[config.mk]
export PLATFORM = sky130hd
export DESIGN_NAME = gate_settle_timer
export DESIGN_NICKNAME = d
export VERILOG_FILES = /design/src/rtl/gate_check_pkg.sv /design/src/rtl/gate_vector_checker_settle.sv
export SDC_FILE = /design/constraint.sdc
export NUM_CORES = 1
export LEC_CHECK = 0
export BUFFER_PORTS_ARGS = -buffer_cell sky130_fd_sc_hd__clkbuf_2
export CORE_AREA = 2 2 39 41
export CTS_BUF_LIST = sky130_fd_sc_hd__clkbuf_8
export CTS_CLUSTER_DIAMETER = 150
export DETAILED_ROUTE_END_ITERATION = 10
export DIE_AREA = 0 0 41 43
export GPL_TIMING_DRIVEN = 0
export SLEW_MARGIN = 10
export SYNTH_ARGS = -nofsm -noshare
export SYNTH_HDL_FRONTEND = slang
export SYNTH_SLANG_ARGS = --single-unit
[constraint.sdc]
create_clock -name clk -period 4.1 [get_ports clk]
set_clock_uncertainty 0.2 [all_clocks]
set_input_delay 0.82 -clock clk [delete_from_list [all_inputs] [get_ports clk]]
set_output_delay 0.82 -clock clk [all_outputs]
set_load 0.005 [all_outputs]
[src/rtl/gate_check_pkg.sv]
// Shared definitions for the gate-bank vector checker: FSM state encoding,
// dut_out bit positions, the expected-result table and SETTLE_CYCLES limits.
package gate_check_pkg;

   typedef enum logic [1:0] {
      ST_IDLE,
      ST_DRIVE,
      ST_SAMPLE,
      ST_DONE
   } state_t;

   // Bit positions inside dut_out
   localparam logic [2:0] BIT_AND   = 3'd0;
   localparam logic [2:0] BIT_OR    = 3'd1;
   localparam logic [2:0] BIT_NOT_A = 3'd2;
   localparam logic [2:0] BIT_NAND  = 3'd3;
   localparam logic [2:0] BIT_NOR   = 3'd4;
   localparam logic [2:0] BIT_XOR   = 3'd5;
   localparam logic [2:0] BIT_XNOR  = 3'd6;

   // Legal range of the DRIVE hold time
   localparam int unsigned SETTLE_MIN = 1;
   localparam int unsigned SETTLE_MAX = 15;

   // Ideal gate-bank response for one {a,b} input pair
   function automatic logic [6:0] gate_ideal(input logic [1:0] ab);
      logic [6:0] r;
      r            = '0;
      r[BIT_AND]   = ab[1] & ab[0];
      r[BIT_OR]    = ab[1] | ab[0];
      r[BIT_NOT_A] = ~ab[1];
      r[BIT_NAND]  = ~(ab[1] & ab[0]);
      r[BIT_NOR]   = ~(ab[1] | ab[0]);
      r[BIT_XOR]   = ab[1] ^ ab[0];
      r[BIT_XNOR]  = ~(ab[1] ^ ab[0]);
      return r;
   endfunction

   // Expected table indexed by {a,b}: 00 -> 5C, 01 -> 2E, 10 -> 2A, 11 -> 43
   localparam logic [3:0][6:0] EXP_TABLE = {
      gate_ideal(2'b11), gate_ideal(2'b10), gate_ideal(2'b01), gate_ideal(2'b00)
   };

   // Keeps an out-of-range SETTLE_CYCLES inside the counter's reach
   function automatic int unsigned settle_clamp(input int unsigned n);
      if (n < SETTLE_MIN) return SETTLE_MIN;
      if (n > SETTLE_MAX) return SETTLE_MAX;
      return n;
   endfunction

endpackage

[src/rtl/gate_vector_checker_settle.sv]
// gate_settle_timer: down-counter holding each input vector for SETTLE_CYCLES
// cycles. load restarts the hold, count steps it, expire flags the last cycle.
module gate_settle_timer
   import gate_check_pkg::*;
#(
   parameter int unsigned SETTLE_CYCLES = 2
) (
   input  logic clk,
   input  logic rst_n,
   input  logic load,
   input  logic count,
   output logic expire
);

   localparam logic [3:0] LOAD_VAL = 4'(settle_clamp(SETTLE_CYCLES) - 1);

   logic [3:0] cnt;

   // Hold counter: reload on entry to DRIVE, step down while holding
   always_ff @(posedge clk) begin
      if (!rst_n) begin
         cnt <= '0;
      end else if (load) begin
         cnt <= LOAD_VAL;
      end else if (count && (cnt != '0)) begin
         cnt <= cnt - 4'd1;
      end
   end

   assign expire = (cnt == '0);

endmodule

==> reports/metrics.cfg, run 1 <==
[critical_path]
crit_family=simple AND/OR/NAND/NOR gates
worstReg2RegEnd=cnt[0]
crit_path_frequent_cell=inv_1
worst-path-buf-inv=3
path_cells=inv_1 -> ha_1 -> or3b_4 -> inv_1 -> clkbuf_2
crit_path_max_incr_delay_ps=420
r2r_start=cnt[0]
worst-setup-path-type=flip-flop to primary output
r2r_cells=5
start_kind=flip-flop
endpoint_kind=primary output
worstPathArrival_ps=1390
required_ps=3080
cp-startpoint=cnt[0]
cp_slowest_cell=or3b_4
reg2reg_setup_slack_ps=2320
cp_max_fo=6

[synth]
synth_cell_types=16
yosysWarnings=0
synthesis.area_sq_um=214
synthCells=24
synth_seq_cells=4
yosysSeqAreaShare_pct=37.4
syn_nets=29
synth.avg_cell_area_sq_um=8.91

[floorplan]
num_rows=14
initial_core_util_pct=15.5
fp.dieW_um=41
die_h_um=43
top_level_ports=5
coreArea_sq_um=1380
dieArea_sq_um=1760

[sta]
rsz0062_at_grt=false
fin_crit_ps=2410
hold_viol=0
setup_viol=0
tightest_slew_ps=394
max-slew-margin-rel_pct=73.4
max_freq_mhz=415
maxSlewViolCount=0
period_share_pct=58.8
setup-tns-final_ps=0

[clock_tree]
cts_resized=0
clock_latency_ps=220
cts_root_buf=clkbuf_8
clk_path_buf_depth=2
cts_buffers=3
cts_sinks=4
htreeDepth=1
tritoncts=yes
ctsHoldBuffers=0
path_clk_slew_ps=30
cts_setup_buffers=0

[power_and_ir_drop]
p_sw_uw=29.3
combPwrFrac_pct=12.2
seq_power_share_pct=29.7
clockPowerShare_pct=58.2
powerDensity_nw_per_um2=479
ir_worst_vdd_mv=0.141
switching_share_pct=20.7
power.leakage_uw=0.000122
internal_power_uw=112

[grt]
grt_pass1_vias=164
grt_overflow_total=0
grt_start_max_net_pins=8
grt_first_pass_wirelength_um=614
antenna_found_initial=0
grt_use_total_pct=6.32

[job]
cap_violations=0

[layout]
drive_gt1_share_pct=35.5
nets=38
largest_reg_flops=4
n_antenna_cell=0
regArea_sq_um=80.1
fin_cells=47
largestRegisters=cnt: 4 flops
fill_cells=154
synthToLayoutAreaGrowth_pct=38.0
multiInputGateArea_sq_um=123
fin_util_pct=21.3
top_register=cnt

[detailed_routing]
routed-wl-met3_um=45
drt-pass1-iter-count=2
routed_wl_um=438
vias_per_cell=4.06
dr_wl_met2_um=172
wl_met1_um=199
top_layer=met4
ant_nets=0
drc=0
num_vias=191
drt-initial-drc-count=1
wl_per_cell_um=9.32

[min_path]
hold_path_depth=2
min_path_type=flip-flop to flip-flop
worstHoldEndpoint=cnt[2]
worstHoldStart=cnt[2]

[placement]
portBuffers=4
dp.cells=44
finalWeightedCongestion=0.594

[status]
outcome=finished clean

## cell type report
cell class | count | area share, %
Clock buffer | 3 | 14.0
Inverter | 3 | 3.81
Multi-Input combinational cell | 17 | 41.5
Sequential cell | 4 | 27.1
Tap cell | 16 | 6.78
Timing Repair Buffer | 4 | 6.78
## worst reg2reg max path: cells and delay by family (launching register included)
kind	cells	cell delay, ps
fa+ha+maj	1	190
compound gates	1	260
simple gates	2	620
flops	1	300
buf+inv	1	90
## worst max path at each step
| stage | to | depth (start not counted) |
|---|---|---|
| 6_report | expire | 5 |
| 5_1_grt | expire | 5 |
| 4_1_cts | expire | 5 |
| 3_5_place_dp | expire | 5 |
| 3_3_place_gp | expire | 5 |
| 2_1_floorplan | expire | 4 |
## per-stage QoR
stage          total power [uW]  instance area (sq um)  setup slack [ps]  hold WS [ps]
6_report                    142                    295              1690           293
3_5_place_dp               59.5                    254              1920           291
4_1_cts                     143                    295              1690           297
5_1_grt                     148                    295              1640           315
2_1_floorplan              54.0                    214              2070           257
3_3_place_gp               59.2                    254              1940           280
## cell usage after synthesis, drive strengths merged
library cell	instances	area share, %
nor4b	1	4.1
o31a	1	4.1
nor3	1	2.3
dfxtp	4	37
a31o	1	4.1
inv	3	5.3
a21oi	3	7.0
nor3b	1	3.5
or3b	1	5.3
nand2	2	3.5
and3	2	8.8
nand4b	1	4.1
nand2b	1	2.9
ha	1	5.8
nor2	1	1.8
## power groups by stage
stage	logic (uW)	clock network (uW)	registers, uW
after floorplan	11.8	0	42.2
after global placement	16.8	0	42.4
after detailed placement	17.0	0	42.5
after CTS	17.3	83.3	42.0
after global routing	19.0	86.9	42.2
final	17.2	82.3	42.0
## cell usage in the layout (no fill, tap or decap)
cell	count
inv_1	3
ha_1	1
nand4b_1	1
nor4b_1	1
nand2b_1	1
nor2_1	1
and3_4	1
and3_2	1
nor3_1	1
nand2_1	2
clkbuf_8	3
o31a_1	1
or3b_4	1
a21oi_1	3
dfxtp_1	4
clkbuf_2	4
a31o_2	1
nor3b_1	1
## routing by layer
metal,track usage (%),vias to the layer above
li1,-,100
met1,6.09,81
met2,6.25,8
met3,6.28,2
met4,8.00,0
met5,0,-
## cells by family after synthesis
logic type	count (synthesis)	share of synthesized area [%]
simple gates	11	36.3
compound gates	5	15.2
flops	4	37.4
buf+inv	3	5.26
fa+ha+maj	1	5.85
Note: power is estimated with default switching activity, not from simulation.
==> run 2: changes to the inputs <==
==> constraint.sdc (replaced) <==
create_clock -name clk -period 2.02 [get_ports clk]
set_clock_uncertainty 0.2 [all_clocks]
set_input_delay 0.404 -clock clk [delete_from_list [all_inputs] [get_ports clk]]
set_output_delay 0.404 -clock clk [all_outputs]
set_load 0.005 [all_outputs]
==> run 2 against run 1 <==
  * Critical path depth stayed put
  * Power is 100% higher
  * Cell count unchanged
  * Highest routed layer unchanged
  * Wire length fell by 2.3%
  * Register-to-register slack worse by 2100 ps
  * Combinational power is 110% higher
==> reports/metrics.cfg, run 2 (same netlist as run 1, synthesis figures left out) <==
[status]
outcome=finished clean

[power_and_ir_drop]
power.leakage_uw=0.000121  ; -1.4%
powerDensity_nw_per_um2=964  ; +100%
ir_worst_vdd_mv=0.285  ; +100%

[placement]
portBuffers=4  ; unchanged
finalWeightedCongestion=0.594  ; unchanged
dp.cells=44  ; unchanged

[layout]
regArea_sq_um=80.1  ; unchanged
fin_cells=47  ; unchanged
multiInputGateArea_sq_um=125  ; +2.0%
largestRegisters=cnt: 4 flops
largest_reg_flops=4  ; unchanged
fill_cells=155  ; +0.65%
nets=38  ; unchanged
final_cell_mix=dfxtp_1 (4), clkbuf_2 (4), a21oi_1 (3), clkbuf_8 (3)
drive_gt1_share_pct=41.9  ; +6.5 points
synthToLayoutAreaGrowth_pct=39.2
n_antenna_cell=0  ; unchanged
top_register=cnt

[critical_path]
worstReg2RegEnd=cnt[0]
r2r_cells=5  ; unchanged
required_ps=1420  ; -1660 ps
crit_path_max_incr_delay_ps=410  ; about the same
worst-setup-path-type=flip-flop to primary output
crit_family=simple AND/OR/NAND/NOR gates
path_cells=inv_2 -> ha_2 -> or3b_4 -> inv_1 -> clkbuf_2
endpoint_kind=primary output
cp_slowest_cell=or3b_4
start_kind=flip-flop
worstPathArrival_ps=1360  ; -30 ps
r2r_start=cnt[0]
reg2reg_setup_slack_ps=270  ; -2050 ps
cp_max_fo=6  ; unchanged
worst-path-buf-inv=3  ; unchanged

[floorplan]
fp.dieW_um=41  ; unchanged
initial_core_util_pct=15.5  ; unchanged
dieArea_sq_um=1760  ; unchanged
die_h_um=43  ; unchanged
top_level_ports=5  ; unchanged
num_rows=14  ; unchanged
coreArea_sq_um=1380  ; unchanged

[detailed_routing]
vias_per_cell=4.19  ; +3.1%
routed_wl_um=428  ; -2.3%
num_vias=197  ; +3.1%
drt-initial-drc-count=2  ; +1
drt-pass1-iter-count=2  ; unchanged
wl_per_cell_um=9.11  ; -2.3%
drc=0  ; unchanged
ant_nets=0  ; unchanged

[clock_tree]
cts_setup_buffers=0  ; unchanged
path_clk_slew_ps=30  ; about the same
cts_buffers=3  ; unchanged
clock_latency_ps=220  ; about the same
cts_root_buf=clkbuf_8
cts_sinks=4  ; unchanged
clk_path_buf_depth=2  ; unchanged
tritoncts=yes
htreeDepth=1  ; unchanged

[min_path]
worstHoldStart=rst_n
min_path_type=input pin to flip-flop
worstHoldEndpoint=cnt[0]
hold_path_depth=2  ; unchanged

[grt]
grt_pass1_vias=164  ; unchanged
grt_first_pass_wirelength_um=614  ; unchanged
grt_overflow_total=0  ; unchanged
antenna_found_initial=0  ; unchanged
grt_use_total_pct=6.32  ; unchanged
grt_start_max_net_pins=8  ; unchanged

[sta]
setup-tns-final_ps=0  ; unchanged
hold_viol=0  ; unchanged
period_share_pct=97.0
max-slew-margin-rel_pct=73.6  ; +0.29 points
setup_viol=0  ; unchanged
tightest_slew_ps=390  ; -4.29 ps
max_freq_mhz=510
rsz0062_at_grt=false
fin_crit_ps=1960
maxSlewViolCount=0  ; unchanged

[job]
cap_violations=0  ; unchanged

run 2: changes by cell type in the layout (fill, tap and decap cells not counted):
cell	delta
ha_1	-1
ha_2	+1
inv_2	+1
inv_1	-1
run 2: how the worst max path moves through the flow:
| stage | start | to | cells past startpoint |
|---|---|---|---|
| final | cnt[0] | expire | 5 |
| after global placement | cnt[0] | cnt[0] | 5 |
| after floorplan | cnt[0] | cnt[0] | 5 |
| after detailed placement | cnt[0] | cnt[0] | 5 |
| after global routing | cnt[0] | expire | 5 |
| after CTS | cnt[0] | expire | 5 |
run 2: through the flow:
stage	total power [uW]	setup slack, ps	hold slack [ps]	area, sq um	util [%]
after floorplan	110	332	257	214	-
after detailed placement	121	254	291	254	18.4
after CTS	289	24.2	220	295	21.3
after global routing	302	15.5	231	298	21.5
after global placement	120	264	280	254	18.4
final	287	60.2	222	298	21.5
run 2: repair_timing:
| action | CTS | global route |
|---|---|---|
| setup endpoints to repair | 0 | 1 |
| hold buffers | 0 | 0 |
| gates resized for setup | 0 | 2 |
run 2: routing by layer:
layer  GRT usage, %  vias up  routed length (um)
met5              0        -                   0
li1               -      101                   -
met3           6.28        5                  43
met1           6.09       83                 197
met2           6.25        8                 162
met4           8.00        0                  26
run 2: final cells by class:
cell class	count	area share, %
inverter	3	3.78
tap	16	6.72
sequential	4	26.9
multi-input combinational	17	42.0
timing repair buffer	4	6.72
clock buffer	3	13.9
run 2: where the power goes:
part / switching (uW) / internal [uW] / leakage (uW)
sequential: 2.51 / 83.0 / 0.0000327
combinational: 16.9 / 18.5 / 0.0000663
clock: 39.4 / 127 / 0.0000216
